<file path="src/rtl/oled_spi_rx.sv">
// oled_spi_rx: receive-only SPI slave for an OLED driver bus.
// Bytes arrive MSB first on sclk rising edges. Each byte is queued in a small
// FIFO together with its dc flag. Partial bytes are dropped on timeout or when
// the display reset (res) is asserted.
//
//   state | meaning
//   HOLD  | synchronized res=0; FIFO flushed, sclk ignored
//   IDLE  | waiting for the first bit of a byte (bit_cnt=0), no timeout
//   SHIFT | mid-byte (bit_cnt 1..7); timeout counter running
module oled_spi_rx #(
  parameter int TIMEOUT    = 1000,
  parameter int FIFO_DEPTH = 4
) (
  input  logic        clk,
  input  logic        rst,
  input  logic        sclk,
  input  logic        sdo,
  input  logic        dc,
  input  logic        res,
  input  logic        vdd,
  input  logic        vbat,
  output logic [7:0]  rx_data,
  output logic        rx_dc,
  output logic        rx_valid,
  input  logic        rx_ready,
  output logic        overflow,
  output logic        frame_err,
  output logic [15:0] cmd_cnt,
  output logic [15:0] data_cnt,
  output logic        powered
);

  localparam int AW = $clog2(FIFO_DEPTH);
  localparam int TW = $clog2(TIMEOUT + 1);
  localparam logic [AW:0] DEPTH_C = (AW + 1)'(FIFO_DEPTH);
  localparam logic [TW-1:0] TMO_C = TW'(TIMEOUT);

  localparam logic [1:0] HOLD  = 2'd0;
  localparam logic [1:0] IDLE  = 2'd1;
  localparam logic [1:0] SHIFT = 2'd2;

  logic          sclk_s1_q, sclk_s2_q, sclk_prev_q;
  logic          sdo_s1_q, sdo_s2_q, dc_s1_q, dc_s2_q, res_s1_q, res_s2_q;
  logic [1:0]    state_q, state_d;
  logic [2:0]    bit_q, bit_d;
  logic [7:0]    shift_q, shift_d;
  logic [TW-1:0] tmo_q, tmo_d;
  logic          ferr_d, byte_done;
  logic [8:0]    push_word;

  logic [8:0]    mem_q [FIFO_DEPTH];
  logic [AW-1:0] wr_ptr_q, rd_ptr_q, rd_next;
  logic [AW:0]   count_q, count_d;
  logic [8:0]    head_d;
  logic          push, pop, full, flush;

  logic          sclk_rise;
  assign sclk_rise = sclk_s2_q & ~sclk_prev_q;

  // Two-flop synchronizers for every asynchronous input, plus the sclk edge history.
  always_ff @(posedge clk or negedge rst) begin
    if (!rst) begin
      sclk_s1_q   <= 1'b1;
      sclk_s2_q   <= 1'b1;
      sclk_prev_q <= 1'b1;
      sdo_s1_q    <= 1'b0;
      sdo_s2_q    <= 1'b0;
      dc_s1_q     <= 1'b0;
      dc_s2_q     <= 1'b0;
      res_s1_q    <= 1'b0;
      res_s2_q    <= 1'b0;
    end else begin
      sclk_s1_q   <= sclk;
      sclk_s2_q   <= sclk_s1_q;
      sclk_prev_q <= sclk_s2_q;
      sdo_s1_q    <= sdo;
      sdo_s2_q    <= sdo_s1_q;
      dc_s1_q     <= dc;
      dc_s2_q     <= dc_s1_q;
      res_s1_q    <= res;
      res_s2_q    <= res_s1_q;
    end
  end

  assign push_word = {dc_s2_q, shift_q[6:0], sdo_s2_q};

  // Receive FSM: bit shifting, byte completion and mid-byte timeout.
  always_comb begin
    state_d   = state_q;
    bit_d     = bit_q;
    shift_d   = shift_q;
    tmo_d     = tmo_q;
    ferr_d    = 1'b0;
    byte_done = 1'b0;
    if (!res_s2_q) begin
      state_d = HOLD;
      bit_d   = 3'd0;
      tmo_d   = '0;
    end else begin
      case (state_q)
        HOLD: begin
          state_d = IDLE;
          bit_d   = 3'd0;
          tmo_d   = '0;
        end
        IDLE: begin
          tmo_d = '0;
          if (sclk_rise) begin
            shift_d = {shift_q[6:0], sdo_s2_q};
            bit_d   = 3'd1;
            state_d = SHIFT;
          end
        end
        SHIFT: begin
          if (sclk_rise) begin
            shift_d = {shift_q[6:0], sdo_s2_q};
            tmo_d   = '0;
            if (bit_q == 3'd7) begin
              bit_d     = 3'd0;
              state_d   = IDLE;
              byte_done = 1'b1;
            end else begin
              bit_d = bit_q + 3'd1;
            end
          end else if (tmo_q == TMO_C) begin
            bit_d   = 3'd0;
            tmo_d   = '0;
            ferr_d  = 1'b1;
            state_d = IDLE;
          end else begin
            tmo_d = tmo_q + 1'b1;
          end
        end
        default: begin
          state_d = IDLE;
          bit_d   = 3'd0;
          tmo_d   = '0;
        end
      endcase
    end
  end

  // FSM state, shift register, timeout counter and frame error pulse.
  always_ff @(posedge clk or negedge rst) begin
    if (!rst) begin
      state_q   <= IDLE;
      bit_q     <= 3'd0;
      shift_q   <= 8'h00;
      tmo_q     <= '0;
      frame_err <= 1'b0;
    end else begin
      state_q   <= state_d;
      bit_q     <= bit_d;
      shift_q   <= shift_d;
      tmo_q     <= tmo_d;
      frame_err <= ferr_d;
    end
  end

  // A full FIFO still accepts a byte when the head is popped in the same cycle.
  assign flush   = ~res_s2_q;
  assign pop     = rx_valid & rx_ready;
  assign full    = (count_q == DEPTH_C);
  assign push    = byte_done & (~full | pop);
  assign rd_next = rd_ptr_q + 1'b1;

  // Next head word and occupancy.
  always_comb begin
    head_d  = {rx_dc, rx_data};
    count_d = count_q;
    if (pop) begin
      if (count_q > (AW + 1)'(1)) head_d = mem_q[rd_next];
      else if (push)              head_d = push_word;
    end else if (push && count_q == '0) begin
      head_d = push_word;
    end
    if (push && !pop)      count_d = count_q + 1'b1;
    else if (pop && !push) count_d = count_q - 1'b1;
  end

  // FIFO storage; contents need no reset since occupancy gates them.
  always_ff @(posedge clk) begin
    if (push) mem_q[wr_ptr_q] <= push_word;
  end

  // FIFO pointers, registered head, status flags and byte counters.
  always_ff @(posedge clk or negedge rst) begin
    if (!rst) begin
      wr_ptr_q <= '0;
      rd_ptr_q <= '0;
      count_q  <= '0;
      rx_data  <= 8'h00;
      rx_dc    <= 1'b0;
      rx_valid <= 1'b0;
      overflow <= 1'b0;
      cmd_cnt  <= 16'h0000;
      data_cnt <= 16'h0000;
    end else begin
      if (flush) begin
        wr_ptr_q <= '0;
        rd_ptr_q <= '0;
        count_q  <= '0;
        rx_valid <= 1'b0;
      end else begin
        if (push) wr_ptr_q <= wr_ptr_q + 1'b1;
        if (pop)  rd_ptr_q <= rd_next;
        count_q  <= count_d;
        rx_valid <= (count_d != '0);
        {rx_dc, rx_data} <= head_d;
      end
      if (byte_done && full && !pop) overflow <= 1'b1;
      if (push && !push_word[8] && cmd_cnt != 16'hFFFF)  cmd_cnt  <= cmd_cnt + 16'd1;
      if (push && push_word[8] && data_cnt != 16'hFFFF)  data_cnt <= data_cnt + 16'd1;
    end
  end

  // Rail status, independent of the receiver.
  always_ff @(posedge clk or negedge rst) begin
    if (!rst) powered <= 1'b0;
    else      powered <= ~vdd & ~vbat;
  end

endmodule

</file>
<file path="config.mk">
export PLATFORM = sky130hd
export DESIGN_NAME = oled_spi_rx
export DESIGN_NICKNAME = d
export VERILOG_FILES = /design/src/rtl/oled_spi_rx.sv
export SDC_FILE = /design/constraint.sdc
export NUM_CORES = 1
export LEC_CHECK = 0
export CAP_MARGIN = 30
export CORE_MARGIN = 2
export CORE_UTILIZATION = 35
export DETAILED_ROUTE_END_ITERATION = 10
export GPL_ROUTABILITY_DRIVEN = 1
export PLACE_DENSITY_LB_ADDON = 0.25
export SLEW_MARGIN = 15
export SYNTH_ARGS = -nofsm -noshare
export SYNTH_HDL_FRONTEND = slang
export SYNTH_SLANG_ARGS = --single-unit
</file>
<file path="constraint.sdc">
create_clock -name clk -period 2.4 [get_ports clk]
set_input_delay 0.48 -clock clk [delete_from_list [all_inputs] [get_ports clk]]
set_output_delay 0.48 -clock clk [all_outputs]
set_load 0.1 [all_outputs]
</file>
==> results of run 1 <==
## worst max-delay path, delay by kind of cell (launching register included)
family	cells	cell delay (ns)
and+or+nand+nor	3	0.80
DFF	1	0.37
AOI/OAI and AO/OA	1	0.32
buffers and inverters	2	0.23
adders and majority gates	1	0.21
## flip-flops by register name (all words and copies together), names as in the netlist, 2 cells and up
name,cells
wr_ptr_q,2
rd_ptr_q,2
shift_q,7
data_cnt,16
state_q,2
tmo_q,10
bit_q,3
mem_q,36
count_q,3
rx_data,8
cmd_cnt,16
## timing repair
item,in CTS,in global routing
setup endpoints to repair,0,2
gates resized for setup,0,2
setup buffers,0,0
## worst max-delay path by stage
stage,from,cells after the start,end
floorplan,cmd_cnt[6],5,cmd_cnt[15]
global placement,rx_ready,6,rx_valid
detailed placement,rx_ready,6,cmd_cnt[15]
CTS,state_q[0],7,cmd_cnt[15]
global route,state_q[0],7,mem_q[0][8]
finish,state_q[0],7,mem_q[0][8]
## report_power, final
group	internal (mW)	switching, mW
clock	1.77	0.845
combinational	0.0643	0.0742
sequential	2.17	0.0618
## stage by stage
stage / total power, mW / setup WS (ns) / area [um^2]
after floorplan: 2.32 / -0.00133 / 5170
after global placement: 2.41 / 0.168 / 5910
after detailed placement: 2.41 / 0.0188 / 5910
after CTS: 5.06 / 0.00940 / 6530
after global routing: 5.17 / 0.00647 / 6540
final: 4.99 / 0.169 / 6540
## synth_stat cells (10+ instances only)
cell       n  area, um^2
ha_1      16         200
edfxtp_1  36        1080
o21ai_0   11        55.1
nand3_1   15        75.1
nand2_1   31         116
mux2_2    10         113
nand4_1   17         106
dfrtp_1   79        1980
inv_1     15        56.3
xor2_1    10        87.6
mux2i_1   13         130
xnor2_1   31         272
nor2_1    20        75.1
## routing by layer
layer | vias up | routed length (um) | track usage, %
li1 | 1558 | - | -
met1 | 1564 | 4400 | 16.9
met2 | 39 | 4560 | 20.3
met3 | 15 | 346 | 4.45
met4 | 0 | 138 | 5.10
met5 | - | 0 | 0
## layout make-up
cell class                      count  area share, %
Multi-Input combinational cell    245           28.9
Clock inverter                      7           1.74
Tap cell                          184           3.52
Timing Repair Buffer               70           8.69
Sequential cell                   119           48.5
Clock buffer                       25           7.75
Inverter                           15          0.862
## logic make-up after synthesis
family / Yosys count / synth area share (%)
AOI/OAI and AO/OA: 31 / 3.95
muxes: 32 / 8.63
xor gates and xnor gates: 41 / 6.96
buffers and inverters: 27 / 2.25
adders and majority gates: 16 / 3.88
DFF: 119 / 61.3
and+or+nand+nor: 125 / 13.1
==> results.rst, run 1 <==
.. list-table::
   :header-rows: 1

   * - Metric
     - Value
   * - Run status
     - complete, no violations
   * - Count of nets left with antenna violations after detail routing
     - 0
   * - TNS Setup
     - 0 ns
   * - Leakage dissipation
     - about 2.9 nW
   * - Final period utilization
     - slightly above 90%
   * - Gate count of the mapped netlist
     - 391
   * - Number of max-slew violations in the final report
     - 0
   * - Area taken by multi-input logic gates
     - 1890 um^2
   * - Number of buffers created by CTS
     - 17
   * - Biggest fanout along the worst timing path
     - 8
   * - WHS
     - around 0.019 ns
   * - Slew at the pin closest to its max-slew limit
     - roughly 0.6 ns
   * - Via count
     - about 3200
   * - Worst setup path class
     - flop to flop
   * - Post-detail-place hpwl
     - approximately 6.6 mm
   * - Utilization of the core after routing
     - a little under half
   * - Vias in the first global route
     - 3226
   * - Kind of launch point of the worst setup path
     - flop
   * - Flops & latches, synth
     - between 100 and 150
   * - EDFF count, synth
     - 36
   * - Sequential area share after synthesis
     - roughly 60%
   * - Leading cell type in the layout, fill and taps excluded
     - dfrtp_1
   * - Cell area after synthesis
     - 5160 um^2
   * - Placed cell count
     - roughly 630
   * - Die area
     - about 16000 um^2
   * - Peak supply drop
     - between 400 and 500 uV
   * - Worst hold path type
     - primary input to asynchronous set/reset pin
   * - Later-pin clock latency in the skew report
     - about 0.41 ns
   * - Average footprint of a synthesized cell
     - about 13 um^2
   * - Post-detailed-route via-to-cell ratio
     - between 4 and 5
   * - Core region area
     - about 14000 um^2
   * - Largest net degree at the start of global routing
     - 36
   * - Largest buffer count on any clock path
     - 2
   * - Area delta synth->final
     - 26.6%
   * - Cell row count
     - 44
   * - Arrival @ worst endpoint
     - around 2.4 ns
   * - Slowest Stage Delay on Critical Path
     - around 0.44 ns
   * - Clock H-tree levels
     - 4
   * - Maximum capacitance violations
     - 0
   * - Total power density per cell area
     - between 700 and 800 nW/um^2
   * - Overall global routing resource usage
     - a little over an eighth
   * - Setup Viol. Count Final
     - 0
   * - Top library cells by usage in the layout, fill and taps aside
     - dfrtp_1, buf_4, edfxtp_1
   * - Ratio of cells with drive above 1 in the final layout
     - between 20 and 30%
   * - Global-route wire length before repair
     - around 16 mm
   * - CP max stage cell
     - and4b_1
   * - Launch point of the worst reg-to-reg path
     - state_q[0]
   * - Total Nets Final
     - around 500
   * - Die H
     - around 130 um
   * - Number of iterations in the first detailed-routing pass
     - 4
   * - Number of antenna violations at the first check in global routing
     - 0
   * - CTS Root Cell
     - clkbuf_16
   * - Asr flop ratio synth
     - between 60% and 70%
   * - Flop-to-flop setup slack
     - 0.17 ns
   * - Clk slew on worst S/H paths
     - 0.05 ns
   * - DRC viols
     - 0
   * - Final worst clock skew
     - approximately 0.0076 ns
   * - Number of warnings printed during yosys synthesis
     - 0
   * - Sum of routed wire length over all layers
     - approximately 9.5 mm
   * - Net count of the mapped netlist
     - about 420
   * - Unrepaired setup endpoints after global routing
     - no
   * - Worst rel slew slack
     - 59.2%
   * - Data required time of the worst path
     - approximately 2.5 ns
   * - Maximum achievable frequency
     - 448 MHz
   * - Congestion Overflow GR
     - 0
   * - Hold bufs inserted after CTS
     - 0
   * - Critical path capture point type
     - flop
   * - Antenna cells
     - 0
   * - Fill count
     - ~1300
   * - Sequential cell area
     - 3170 um^2
   * - Number of different library cells in the post-synthesis netlist
     - 46
   * - Crit path cell chain
     - inv_1 > ha_1 > and4b_1 > nand2_1 > a31oi_1 > and2_1 > buf_4
   * - Endpoint of the lowest-slack register-to-register path
     - mem_q[0][8]
   * - Final hold vios
     - 0
   * - Routability-driven placement congestion ratio
     - between 0.7 and 0.8
   * - Die Wd
     - ~130 um
   * - Post-route insts no fill
     - approximately 670
   * - Detailed-route wire length per cell
     - 14.2 um
   * - R2R depth
     - 7
   * - PortBufs
     - 53
   * - Num Clock Sinks
     - ~120
   * - Commonest register cell after synthesis
     - dfrtp_1
   * - Detailed router's first-iteration violation count
     - 187
   * - Effective utilization at floorplan
     - a little over a third
   * - Clock tree from TritonCTS
     - done
   * - Time the final worst path needs with I/O delays and setup
     - ~2.2 ns
   * - Top-level port count
     - between 50 and 60
Power figures use the tool's default switching activity.
==> run 2, diff against run 1 <==
--- a/config.mk
+++ b/config.mk
@@ -7,10 +7,11 @@
 export LEC_CHECK = 0
 export CAP_MARGIN = 30
 export CORE_MARGIN = 2
-export CORE_UTILIZATION = 35
+export CORE_UTILIZATION = 40
 export DETAILED_ROUTE_END_ITERATION = 10
 export GPL_ROUTABILITY_DRIVEN = 1
 export PLACE_DENSITY_LB_ADDON = 0.25
+export RECOVER_POWER = 50
 export SLEW_MARGIN = 15
 export SYNTH_ARGS = -nofsm -noshare
 export SYNTH_HDL_FRONTEND = slang
==> results.rst, run 2 (synthesis results as in run 1) <==
.. list-table::
   :header-rows: 1

   * - Metric
     - Value
   * - Data required time of the worst path
     - 2.68 ns (+0.16 ns)
   * - Register ranked first by flip-flop count
     - mem_q
   * - R2R depth
     - 7 (unchanged)
   * - Worst rel slew slack
     - -16.7% (-76 points)
   * - Post-layout total power
     - 5.18 mW (+3.8%)
   * - Die area
     - 13800 um^2 (-12%)
   * - Biggest fanout along the worst timing path
     - 8 (unchanged)
   * - Die H
     - 118 um (-6.3%)
   * - Number of iterations in the first detailed-routing pass
     - 4 (unchanged)
   * - Sum of routed wire length over all layers
     - 9.23 mm (-2.3%)
   * - CTS Root Cell
     - clkbuf_16
   * - Failing checks
     - capacitance limit, slew limit
   * - Number of flip-flops under the largest register name
     - 36 (unchanged)
   * - Routability-driven placement congestion ratio
     - 0.731 (-3.3%)
   * - PortBufs
     - 53 (unchanged)
   * - Number of buffers created by CTS
     - 17 (unchanged)
   * - Unrepaired setup endpoints after global routing
     - no
   * - Leakage dissipation
     - 2.83 nW (-0.82%)
   * - Gates resized, CTS repair
     - 0 (unchanged)
   * - Setup Viol. Count Final
     - 0 (unchanged)
   * - Registers with the highest flip-flop counts
     - mem_q x36, cmd_cnt x16, data_cnt x16
   * - Top-level port count
     - 54 (unchanged)
   * - Largest net degree at the start of global routing
     - 38 (+5.6%)
   * - Hold bufs inserted after CTS
     - 0 (unchanged)
   * - Core region area
     - 12600 um^2 (-13%)
   * - Clk slew on worst S/H paths
     - 0.05 ns (about the same)
   * - Die Wd
     - 118 um (-6.3%)
   * - Congestion Overflow GR
     - 0 (unchanged)
   * - Num Clock Sinks
     - 119 (unchanged)
   * - Later-pin clock latency in the skew report
     - 0.41 ns (about the same)
   * - Detailed-route wire length per cell
     - 14.2 um (+0.22%)
   * - Final period utilization
     - 90.3% (-2.6 points)
   * - Top library cells by usage in the layout, fill and taps aside
     - dfrtp_1, buf_4, edfxtp_1
   * - Detailed router's first-iteration violation count
     - 153 (-18%)
   * - Cell row count
     - 41 (-6.8%)
   * - Critical path capture point type
     - flop
   * - Slew at the pin closest to its max-slew limit
     - 1.75 ns (+1.14 ns)
   * - Antenna cells
     - 0 (unchanged)
   * - Largest buffer count on any clock path
     - 2 (unchanged)
   * - Worst hold path type
     - flop to flop
   * - Post-detailed-route via-to-cell ratio
     - 4.90 (+2.6%)
   * - Via count
     - 3176 (unchanged)
   * - Peak supply drop
     - 554 uV (+19%)
   * - Clock tree from TritonCTS
     - done
   * - Post-detail-place hpwl
     - 6.17 mm (-6.7%)
   * - Post-CTS Setup Bufs
     - 0 (unchanged)
   * - Maximum capacitance violations
     - 1 (+1)
   * - Area delta synth->final
     - 26.3%
   * - Overall global routing resource usage
     - 14.7% (+1.6 points)
   * - Ratio of cells with drive above 1 in the final layout
     - 24.4% (-1.6 points)
   * - Vias in the first global route
     - 3208 (-0.56%)
   * - Time the final worst path needs with I/O delays and setup
     - 2.17 ns (-0.0625 ns)
   * - Maximum achievable frequency
     - 461 MHz (+2.9%)
   * - Final hold vios
     - 0 (unchanged)
   * - Worst setup path class
     - flop to flop
   * - Leading cell type in the layout, fill and taps excluded
     - dfrtp_1
   * - Post-route standard cell area excluding fillers
     - 6520 um^2 (-0.21%)
   * - Hold depth
     - 0
   * - Clock H-tree levels
     - 4 (unchanged)
   * - Total Nets Final
     - 488 (-1.0%)
   * - Final worst clock skew
     - 0.00912 ns (+0.00154 ns)
   * - Kind of launch point of the worst setup path
     - flop
   * - Number of max-slew violations in the final report
     - 31 (+31)
   * - Total power density per cell area
     - 794 nW/um^2 (+4.0%)
   * - DRC viols
     - 0 (unchanged)
   * - Effective utilization at floorplan
     - 40.9% (+5.3 points)
   * - Run status
     - finished with violations
   * - Count of nets left with antenna violations after detail routing
     - 0 (unchanged)
   * - Number of antenna violations at the first check in global routing
     - 0 (unchanged)
   * - Utilization of the core after routing
     - 51.7% (+6.5 points)
   * - Arrival @ worst endpoint
     - 2.45 ns (+0.10 ns)
   * - Placed Area
     - 5890 um^2 (-0.25%)
   * - Global-route wire length before repair
     - 16.1 mm (-1.0%)
## run 2: changes by cell type in the layout (fill, tap and decap cells not counted), moves of 6 or more
cell / change
clkbuf_2: +8
dlygate4sd3_1: +6
clkdlybuf4s50_1: -6
buf_4: -19
## run 2: final timing paths
path | start | end | slack [ns]
hold / removal | sdo_s1_q | sdo_s2_q | 0.34
setup reg to reg | state_q[0] | rx_valid | 0.23
hold reg to reg | sdo_s1_q | sdo_s2_q | 0.34
min in group asynchronous | rst | cmd_cnt[5] | 0.53
max in group asynchronous | rst | cmd_cnt[4] | 0.63
setup / recovery | state_q[0] | rx_valid | 0.23
## run 2: power by group
| group | leakage, nW | internal, mW | switching, mW |
|---|---|---|---|
| registers | 1.45 | 2.17 | 0.0626 |
| clock network | 0.321 | 1.94 | 0.874 |
| logic | 1.06 | 0.0599 | 0.0732 |
## run 2: area by class of cell
type | instances | area, um^2
inverters | 15 | 56.3
well taps | 172 | 215
clock buffers | 18 | 429
clock inverters | 14 | 228
fillers | 1132 | 6100
multi-input cells | 245 | 1890
flip-flops and latches | 119 | 3170
repair buffers | 65 | 537
## run 2: critical path: stages (launching register included)
cell      delay, ns
dfstp_2        0.54
inv_1          0.04
ha_1           0.23
and4b_2        0.32
a21oi_1        0.25
o211ai_1       0.10
and3_1         0.18
or3_1          0.38
## run 2: stage by stage
stage                     setup slack [ns]  instances  hold slack, ns  setup TNS, ns
after floorplan                   -0.00133        391           0.184       -0.00133
after global placement               0.171        616           0.335              0
after detailed placement            0.0444        616           0.335              0
after CTS                           0.0655        648         0.00734              0
after global routing                0.0448        648           0.354              0
final                                0.232        648           0.341              0
## run 2: layer usage
| layer | wire (um) | track usage (%) | vias up | part of all wire (%) |
|---|---|---|---|---|
| met5 | 0 | 0 | - | 0 |
| met4 | 91 | 5.42 | 0 | 0.99 |
| met3 | 386 | 5.47 | 7 | 4.2 |
| met2 | 4540 | 23.3 | 55 | 49 |
| met1 | 4210 | 18.5 | 1575 | 46 |
| li1 | - | - | 1539 | - |
==> run 3, diff against run 2 <==
--- a/config.mk
+++ b/config.mk
@@ -11,7 +11,7 @@
 export DETAILED_ROUTE_END_ITERATION = 10
 export GPL_ROUTABILITY_DRIVEN = 1
 export PLACE_DENSITY_LB_ADDON = 0.25
-export RECOVER_POWER = 50
+export RECOVER_POWER = 25
 export SLEW_MARGIN = 15
 export SYNTH_ARGS = -nofsm -noshare
 export SYNTH_HDL_FRONTEND = slang
==> results.rst, run 3 (synthesis results as in run 1) <==
.. list-table::
   :header-rows: 1

   * - Metric
     - Value
   * - Flop-to-flop setup slack
     - 0.23 ns (about the same)
   * - Top library cells by usage in the layout, fill and taps aside
     - dfrtp_1, buf_4, edfxtp_1
   * - Post-route standard cell area excluding fillers
     - 6550 um^2 (+0.42%)
   * - Unrepaired setup endpoints after global routing
     - no
   * - Data required time of the worst path
     - 2.68 ns (about the same)
   * - Sequential group share of total power
     - 43.1% (about the same)
   * - Peak supply drop
     - 554 uV (about the same)
   * - Post-detail-place hpwl
     - 6.17 mm (unchanged)
   * - Slew at the pin closest to its max-slew limit
     - 1.75 ns (+0.00161 ns)
   * - Worst hold path type
     - flop to flop
   * - Gates resized, CTS repair
     - 0 (unchanged)
   * - Placed Area
     - 5890 um^2 (unchanged)
   * - Detailed router's first-iteration violation count
     - 152 (-0.65%)
   * - Clock tree from TritonCTS
     - done
   * - Die H
     - 118 um (unchanged)
   * - Critical path capture point type
     - flop
   * - Sw frac
     - 19.5% (about the same)
   * - Register ranked first by flip-flop count
     - mem_q
   * - Overall global routing resource usage
     - 14.7% (unchanged)
   * - Core region area
     - 12600 um^2 (unchanged)
   * - Routability-driven placement congestion ratio
     - 0.731 (unchanged)
   * - Detailed-route wire length per cell
     - 14.2 um (about the same)
   * - Failing checks
     - capacitance limit, slew limit
   * - Worst rel slew slack
     - -16.8% (-0.11 points)
   * - Top-level port count
     - 54 (unchanged)
   * - Int Pwr
     - 4.17 mW (about the same)
   * - Area delta synth->final
     - 26.9%
   * - Via count
     - 3172 (-0.13%)
   * - Count of nets left with antenna violations after detail routing
     - 0 (unchanged)
   * - Setup Viol. Count Final
     - 0 (unchanged)
   * - Registers with the highest flip-flop counts
     - mem_q x36, cmd_cnt x16, data_cnt x16
   * - Ratio of cells with drive above 1 in the final layout
     - 24.8% (+0.42 points)
   * - Maximum achievable frequency
     - 461 MHz (about the same)
   * - WHS
     - 0.341 ns (-0.000197 ns)
   * - Clock H-tree levels
     - 4 (unchanged)
   * - Largest net degree at the start of global routing
     - 38 (unchanged)
   * - Family with the most delay on the worst path
     - simple AND/OR/NAND/NOR gates
   * - Crit path cell chain
     - inv_1 > ha_1 > and4b_2 > a21oi_1 > o211ai_1 > and3_1 > or3_1
   * - Cell row count
     - 41 (unchanged)
   * - Run status
     - finished with violations
   * - CTS Root Cell
     - clkbuf_16
   * - PortBufs
     - 53 (unchanged)
   * - Leading cell type in the layout, fill and taps excluded
     - dfrtp_1
   * - Antenna cells
     - 0 (unchanged)
   * - Number of max-slew violations in the final report
     - 31 (unchanged)
   * - Arrival @ worst endpoint
     - 2.45 ns (about the same)
   * - Post-detailed-route via-to-cell ratio
     - 4.90 (-0.13%)
   * - Vias in the first global route
     - 3208 (unchanged)
   * - Maximum capacitance violations
     - 1 (unchanged)
   * - Later-pin clock latency in the skew report
     - 0.41 ns (about the same)
   * - Number of flip-flops under the largest register name
     - 36 (unchanged)
   * - Time the final worst path needs with I/O delays and setup
     - 2.17 ns (-0.000584 ns)
   * - Effective utilization at floorplan
     - 40.9% (unchanged)
   * - Die Wd
     - 118 um (unchanged)
   * - Congestion Overflow GR
     - 0 (unchanged)
   * - Total power density per cell area
     - 791 nW/um^2 (-0.38%)
   * - Slowest Stage Delay on Critical Path
     - 0.54 ns (about the same)
   * - Final hold vios
     - 0 (unchanged)
   * - Die area
     - 13800 um^2 (unchanged)
   * - Leakage dissipation
     - 2.84 nW (+0.53%)
   * - Number of antenna violations at the first check in global routing
     - 0 (unchanged)
   * - Biggest fanout along the worst timing path
     - 8 (unchanged)
   * - Number of iterations in the first detailed-routing pass
     - 4 (unchanged)
   * - Combinational share of power
     - 2.6% (about the same)
   * - Net load switching power
     - 1.01 mW (unchanged)
   * - Global-route wire length before repair
     - 16.1 mm (unchanged)
   * - Num Clock Sinks
     - 119 (unchanged)
   * - CP max stage cell
     - dfstp_2
   * - Post-CTS Setup Bufs
     - 0 (unchanged)
   * - Largest buffer count on any clock path
     - 2 (unchanged)
   * - Total Nets Final
     - 488 (unchanged)
   * - Sum of routed wire length over all layers
     - 9.23 mm (about the same)
   * - Kind of launch point of the worst setup path
     - flop
   * - Clk slew on worst S/H paths
     - 0.05 ns (about the same)
   * - WP buf/inv
     - 1 (unchanged)
   * - Clock share of power
     - 54.3% (about the same)
   * - DRC viols
     - 0 (unchanged)
   * - Final worst clock skew
     - 0.00912 ns (+0.00000381 ns)
   * - Number of buffers created by CTS
     - 17 (unchanged)
   * - Worst setup path class
     - flop to flop
   * - Hold bufs inserted after CTS
     - 0 (unchanged)
   * - Final period utilization
     - 90.3% (about the same)
## run 3: worst register-to-register path: stages (launching register included)
cell      delay, ns
dfstp_2        0.54
inv_1          0.04
ha_1           0.23
and4b_2        0.32
a21oi_1        0.26
o211ai_1       0.11
and3_1         0.18
or3_1          0.38
## run 3: final timing paths
path / start / to / cells past startpoint
worst max-delay path: state_q[0] / rx_valid / 7
min in group asynchronous: rst / cmd_cnt[5] / 1
worst min register to register: sdo_s1_q / sdo_s2_q / 0
worst min-delay path: sdo_s1_q / sdo_s2_q / 0
max in group asynchronous: rst / data_cnt[1] / 1
worst max register to register: state_q[0] / rx_valid / 7
## run 3: area by class of cell
cell class,instances,area (um^2)
clock inverters,14,228
flip-flops and latches,119,3170
well taps,172,215
multi-input cells,245,1890
fillers,1129,6070
repair buffers,65,564
inverters,15,56.3
clock buffers,18,429
## run 3: through the flow
step,util (%),power [mW],cells,setup slack [ns],setup TNS [ns]
6_report,51.9,5.18,648,0.232,0
5_1_grt,51.9,5.37,648,0.0448,0
2_1_floorplan,-,2.32,391,-0.00133,-0.00133
4_1_cts,51.9,5.25,648,0.0655,0
3_5_place_dp,46.7,2.41,616,0.0444,0
3_3_place_gp,46.7,2.40,616,0.171,0
## run 3: layer usage
layer | wire length (um) | share of wire (%) | global-route usage [%] | vias up
met5 | 0 | 0 | 0 | -
met4 | 90 | 0.98 | 5.42 | 0
met3 | 363 | 3.9 | 5.47 | 7
met2 | 4570 | 50 | 23.3 | 46
met1 | 4200 | 46 | 18.5 | 1580
li1 | - | - | - | 1539
## run 3: power groups by stage
stage / registers (mW) / clock network, mW / logic, mW
2_1_floorplan: 2.25 / 0 / 0.0696
3_3_place_gp: 2.27 / 0 / 0.138
3_5_place_dp: 2.27 / 0 / 0.141
4_1_cts: 2.23 / 2.87 / 0.142
5_1_grt: 2.24 / 2.97 / 0.157
6_report: 2.23 / 2.81 / 0.135
